File: config.mk
export PLATFORM = sky130hd
export DESIGN_NAME = cu_sequencer
export DESIGN_NICKNAME = d
export VERILOG_FILES = /design/src/rtl/cu_sequencer.sv
export SDC_FILE = /design/constraint.sdc
export NUM_CORES = 1
export LEC_CHECK = 0
export BUFFER_PORTS_ARGS = -buffer_cell sky130_fd_sc_hd__clkbuf_2
export CAP_MARGIN = 0
export CORE_ASPECT_RATIO = 0.7
export CORE_MARGIN = 10
export CORE_UTILIZATION = 49
export DETAILED_ROUTE_END_ITERATION = 8
export PLACE_DENSITY = 0.86
export SLEW_MARGIN = 20
export SYNTH_ARGS = -nofsm -noshare
export SYNTH_HDL_FRONTEND = slang
export SYNTH_SLANG_ARGS = --single-unit
File: constraint.sdc
create_clock -name clk -period 2.4 [get_ports clk]
set_clock_uncertainty 0.1 [all_clocks]
set_input_delay 0.6 -clock clk [delete_from_list [all_inputs] [get_ports clk]]
set_output_delay 0.6 -clock clk [all_outputs]
set_load 0.02 [all_outputs]
File: src/rtl/cu_sequencer.sv
// Hardwired control-unit sequencer: steps fetch/decode/operand/execute micro-states
// and emits one registered control word per state until HALT.
module cu_sequencer #(
  parameter int unsigned CTRL_W = 32,
  parameter int unsigned OP_W   = 8
) (
  input  logic              clk,
  input  logic              rst,
  input  logic              start,
  input  logic [OP_W-1:0]   data_to_cu,
  input  logic              acc_sign,
  output logic [CTRL_W-1:0] control_signal,
  output logic              busy,
  output logic              halted,
  output logic              illegal_op
);

  localparam int unsigned B_MAR_PC  = 0;
  localparam int unsigned B_MBR_MEM = 1;
  localparam int unsigned B_PC_INC  = 2;
  localparam int unsigned B_MAR_MBR = 3;
  localparam int unsigned B_IR_MBR  = 4;
  localparam int unsigned B_MEM_MBR = 5;
  localparam int unsigned B_MBR_ACC = 6;
  localparam int unsigned B_ACC_MBR = 7;
  localparam int unsigned B_ACC_ADD = 8;
  localparam int unsigned B_ACC_SUB = 9;
  localparam int unsigned B_PC_MBR  = 10;
  localparam int unsigned B_IR_CU   = 13;

  localparam logic [OP_W-1:0] OP_NOP    = OP_W'(0);
  localparam logic [OP_W-1:0] OP_LOAD   = OP_W'(1);
  localparam logic [OP_W-1:0] OP_STORE  = OP_W'(2);
  localparam logic [OP_W-1:0] OP_ADD    = OP_W'(3);
  localparam logic [OP_W-1:0] OP_SUB    = OP_W'(4);
  localparam logic [OP_W-1:0] OP_JMP    = OP_W'(5);
  localparam logic [OP_W-1:0] OP_JMPGEZ = OP_W'(6);
  localparam logic [OP_W-1:0] OP_HALT   = OP_W'(7);

  typedef enum logic [3:0] {
    S_IDLE, S_F0, S_F1, S_F2, S_F3, S_DEC,
    S_O0, S_O1, S_E0, S_E1, S_E2, S_HALT
  } state_e;

  state_e            state_q, state_d;
  logic [OP_W-1:0]   opcode_q, opcode_d;
  logic              illegal_q, illegal_d;
  logic [CTRL_W-1:0] ctrl_q, ctrl_d;
  logic              busy_q, busy_d;
  logic              halted_q, halted_d;

  // State, opcode and registered outputs all advance on the same edge
  always_ff @(posedge clk or negedge rst) begin
    if (!rst) begin
      state_q   <= S_IDLE;
      opcode_q  <= '0;
      illegal_q <= 1'b0;
      ctrl_q    <= '0;
      busy_q    <= 1'b0;
      halted_q  <= 1'b0;
    end else begin
      state_q   <= state_d;
      opcode_q  <= opcode_d;
      illegal_q <= illegal_d;
      ctrl_q    <= ctrl_d;
      busy_q    <= busy_d;
      halted_q  <= halted_d;
    end
  end

  always_comb begin
    state_d   = state_q;
    opcode_d  = opcode_q;
    illegal_d = illegal_q;
    case (state_q)
      S_IDLE: if (start) state_d = S_F0;
      S_F0:   state_d = S_F1;
      S_F1:   state_d = S_F2;
      S_F2:   state_d = S_F3;
      S_F3:   state_d = S_DEC;
      S_DEC: begin
        opcode_d = data_to_cu;
        if (data_to_cu == OP_NOP) begin
          state_d = S_F0;
        end else if (data_to_cu == OP_HALT) begin
          state_d = S_HALT;
        end else if (data_to_cu <= OP_JMPGEZ) begin
          state_d = S_O0;
        end else begin
          state_d   = S_HALT;
          illegal_d = 1'b1;
        end
      end
      S_O0:   state_d = S_O1;
      S_O1:   state_d = S_E0;
      S_E0:   state_d = (opcode_q == OP_JMP || opcode_q == OP_JMPGEZ) ? S_F0 : S_E1;
      S_E1:   state_d = S_E2;
      S_E2:   state_d = S_F0;
      S_HALT: state_d = S_HALT;
      default: state_d = S_IDLE;
    endcase
  end

  // Word for the state being entered; acc_sign is live while state_q is O1
  always_comb begin
    ctrl_d   = '0;
    busy_d   = !(state_d == S_IDLE || state_d == S_HALT);
    halted_d = (state_d == S_HALT);
    case (state_d)
      S_F0, S_O0: ctrl_d[B_MAR_PC] = 1'b1;
      S_F1, S_O1: begin
        ctrl_d[B_MBR_MEM] = 1'b1;
        ctrl_d[B_PC_INC]  = 1'b1;
      end
      S_F2: ctrl_d[B_IR_MBR] = 1'b1;
      S_F3: ctrl_d[B_IR_CU]  = 1'b1;
      S_E0: begin
        if (opcode_q == OP_JMP)         ctrl_d[B_PC_MBR]  = 1'b1;
        else if (opcode_q == OP_JMPGEZ) ctrl_d[B_PC_MBR]  = !acc_sign;
        else                            ctrl_d[B_MAR_MBR] = 1'b1;
      end
      S_E1: begin
        if (opcode_q == OP_STORE) ctrl_d[B_MBR_ACC] = 1'b1;
        else                      ctrl_d[B_MBR_MEM] = 1'b1;
      end
      S_E2: begin
        case (opcode_q)
          OP_LOAD:  ctrl_d[B_ACC_MBR] = 1'b1;
          OP_STORE: ctrl_d[B_MEM_MBR] = 1'b1;
          OP_ADD:   ctrl_d[B_ACC_ADD] = 1'b1;
          OP_SUB:   ctrl_d[B_ACC_SUB] = 1'b1;
          default:  ctrl_d = '0;
        endcase
      end
      default: ctrl_d = '0;
    endcase
  end

  assign control_signal = ctrl_q;
  assign busy           = busy_q;
  assign halted         = halted_q;
  assign illegal_op     = illegal_q;

endmodule

==> results.cfg <==
[status]
outcome = finished clean

[synth]
ys_ff_latch = 27
avgSynthCellArea_um2 = 9.85
synthFlopType = dfrtp_1
synth_edf_count = 0
synth_cell_types = 38
synth_simple_gate_area_share_pct = 26.4
syn-cell-area_um2 = 1370
synth_fa_ha_area_share_pct = 0
seq_area_frac_synth_pct = 49.4
synth_top_area_share_pct = 49.4
synth-compound-area-share_pct = 9.32
synth_common_cells = nand2_1 (29), dfrtp_1 (27), buf_4 (20), clkbuf_1 (5), nand2b_1 (5)
synth_area_leaders = dfrtp_1 (49%), buf_4 (11%), nand2_1 (8.0%)
yosysWarningCount = 0
synthMuxAreaShare_pct = 0.823
yosysMostFrequentCell = nand2_1
yosys.area_share.xor_xnor_pct = 0.640
yosysTopAreaCell = dfrtp_1
synth_top_family_by_area = simple AND/OR/NAND/NOR gates
synthCells = 139
async_flop_share_pct = 100

[power]
power_switching_uw = 688
power_density_nw_per_um2 = 1130
ir_drop_uv = 684
p_clk_share_pct = 14.6
pwr-share-seq_pct = 45.4
p_comb_share_pct = 40.0
p_int_mw = 1.00
switching_share_pct = 40.7
p_leak_nw = 0.761

[die]
row_count = 15
die_w_um = 83.2
die_y_um = 64.2
core_um2 = 2570
num_io_pins = 47
dieArea_um2 = 5340
initial_core_util_pct = 53.2

[job]
cap_violations = 0

[setup_path]
worstPathRequired_ns = 2.50
crit_path_start_kind = input pin
crit_path_max_fanout = 4
cp_num_buf_inv = 1
r2r_slack_ns = 0.45
cp_slowest_cell = or4_4
end_kind = register
r2r-end = busy$_DFF_PN0_
rr_startpoint = state_q[2]$_DFF_PN0_
path_cells = clkbuf_2 > or4_4 > o31ai_1 > o211ai_1 > and3b_1 > a21oi_1
cp_num_cells = 6
endpoint = busy$_DFF_PN0_
cp.arrival_ns = 2.19
crit_family = simple AND/OR/NAND/NOR gates
rr_worst_depth = 5
max_stage_delay_ns = 0.57
worstSetupStartpoint = data_to_cu[7]
critPathKind = input pin to register

[grt]
track_usage_pct = 10.3
grt_pass1_wl_mm = 4.57
grt_pass1_vias = 980
antenna_found_initial = 0
grt_overflow = 0
grt_max_degree = 28

[final_layout]
seq_area_um2 = 676
area_growth_pct = 9.32
fin_util_pct = 58.2
multi_input_area_um2 = 584
fin_nets = 177
drive_gt1_share_pct = 23.2
nFillCells = 228
antenna_cells = 0

[place]
hpwl_mm = 2.19
place.gp.congestion = 0.835
io_buffers = 26
pre_cts_ws_ns = 0.0807

[sta]
period_minus_slack_ns = 2.08
finalWorstSetupSlack_ns = 0.316
hold_ws_ns = 0.232
setup_viol = 0
slew_headroom_pct = 58.9
drv_slew = 0
max_freq_ghz = 0.480
setup_tns_ns = 0
max_slew.worst_pin.slew_ns = 0.617
rsz0062_at_grt = false
period_share_pct = 86.8
hold_viol_final = 0

[clock_tree]
cts.clk_slew.worst_paths_ns = 0.09
cts_tree = built
cts_buffers = 3
cts_hold_buf = 0
clockBufferDepth = 2
clk-insertion-delay-late_ns = 0.27
cts_resized = 0
cts_root_buf = clkbuf_8
htree_levels = 1
clock_sinks = 27
cts_setup_buffers = 0

[worst_hold_path]
hp-class = input pin to asynchronous set/reset pin

[routing]
wire_per_inst_um = 14.1
ant_nets = 0
drt-pass1-iter-count = 4
wl_mm = 2.78
drtIter0Drc = 61
vias_per_cell = 4.93
drc = 0
vias = 976
-- logic make-up after synthesis --
kind of cell    Yosys count
compound gates           17
mux                       1
other cells               1
flops                    27
xor+xnor                  1
buf+inv                  28
simple gates             64
-- sequential cells by signal, indices dropped and copies added, names as in the netlist --
name	count
state_q	4
control_signal	12
halted	1
illegal_op	1
opcode_q	8
busy	1
-- layout make-up --
cell class,instances,share of cell area [%]
flip-flops and latches,27,45.2
inverters,3,0.753
multi-input cells,103,39.0
repair buffers,27,9.20
clock buffers,4,3.01
well taps,34,2.84
-- worst reg2reg max path, stage by stage, from the launching register on --
cell,delay (ns)
dfrtp_1,0.49
nand2b_1,0.22
or3_1,0.38
o211ai_1,0.36
and3b_1,0.24
a21oi_1,0.05
-- cell usage in the layout, fill, tap and decap left out, types with 2 or more instances in the layout --
master    count
nand2_1      29
dfrtp_1      27
clkbuf_2     26
conb_1       20
nand2b_1      5
nor2_1        4
nand3b_1      4
a21oi_1       4
or3_1         3
nor3_1        3
nor4_1        3
clkbuf_8      3
inv_1         2
nor2b_1       2
o21bai_1      2
o21ai_0       2
and3b_1       2
-- worst min-delay path by stage --
stage                                       from                          end  slack (ns)  depth (start not counted)
after floorplan                              rst               busy$_DFF_PN0_        0.20                          0
after detailed placement  illegal_op$_DFFE_PN0P_       illegal_op$_DFFE_PN0P_        0.37                          1
after CTS                                    rst         state_q[2]$_DFF_PN0_        0.26                          1
after global placement    illegal_op$_DFFE_PN0P_       illegal_op$_DFFE_PN0P_        0.35                          1
final                                        rst      opcode_q[3]$_DFFE_PN0N_        0.23                          1
after global routing                         rst  control_signal[6]$_DFF_PN0_        0.28                          1
-- metrics by stage --
step | cells | power (mW) | cell area [um^2]
2_1_floorplan | 158 | 1.29 | 1440
4_1_cts | 198 | 1.69 | 1500
3_3_place_gp | 194 | 1.42 | 1450
3_5_place_dp | 194 | 1.44 | 1450
5_1_grt | 198 | 1.82 | 1500
6_report | 198 | 1.69 | 1500
-- layer usage --
metal	track usage [%]	vias up	routed length (um)
li1	-	481	-
met1	12.7	455	1280
met2	14.8	35	1240
met3	4.43	5	224
met4	5.30	0	37
met5	0	-	0
-- power groups by stage --
| stage | clock network, mW | logic, mW | registers, mW |
|---|---|---|---|
| after global routing | 0.272 | 0.752 | 0.797 |
| after detailed placement | 0 | 0.674 | 0.770 |
| final | 0.247 | 0.676 | 0.768 |
| after floorplan | 0 | 0.526 | 0.761 |
| after global placement | 0 | 0.653 | 0.763 |
| after CTS | 0.251 | 0.679 | 0.765 |
(Power assumes the default switching activity.)
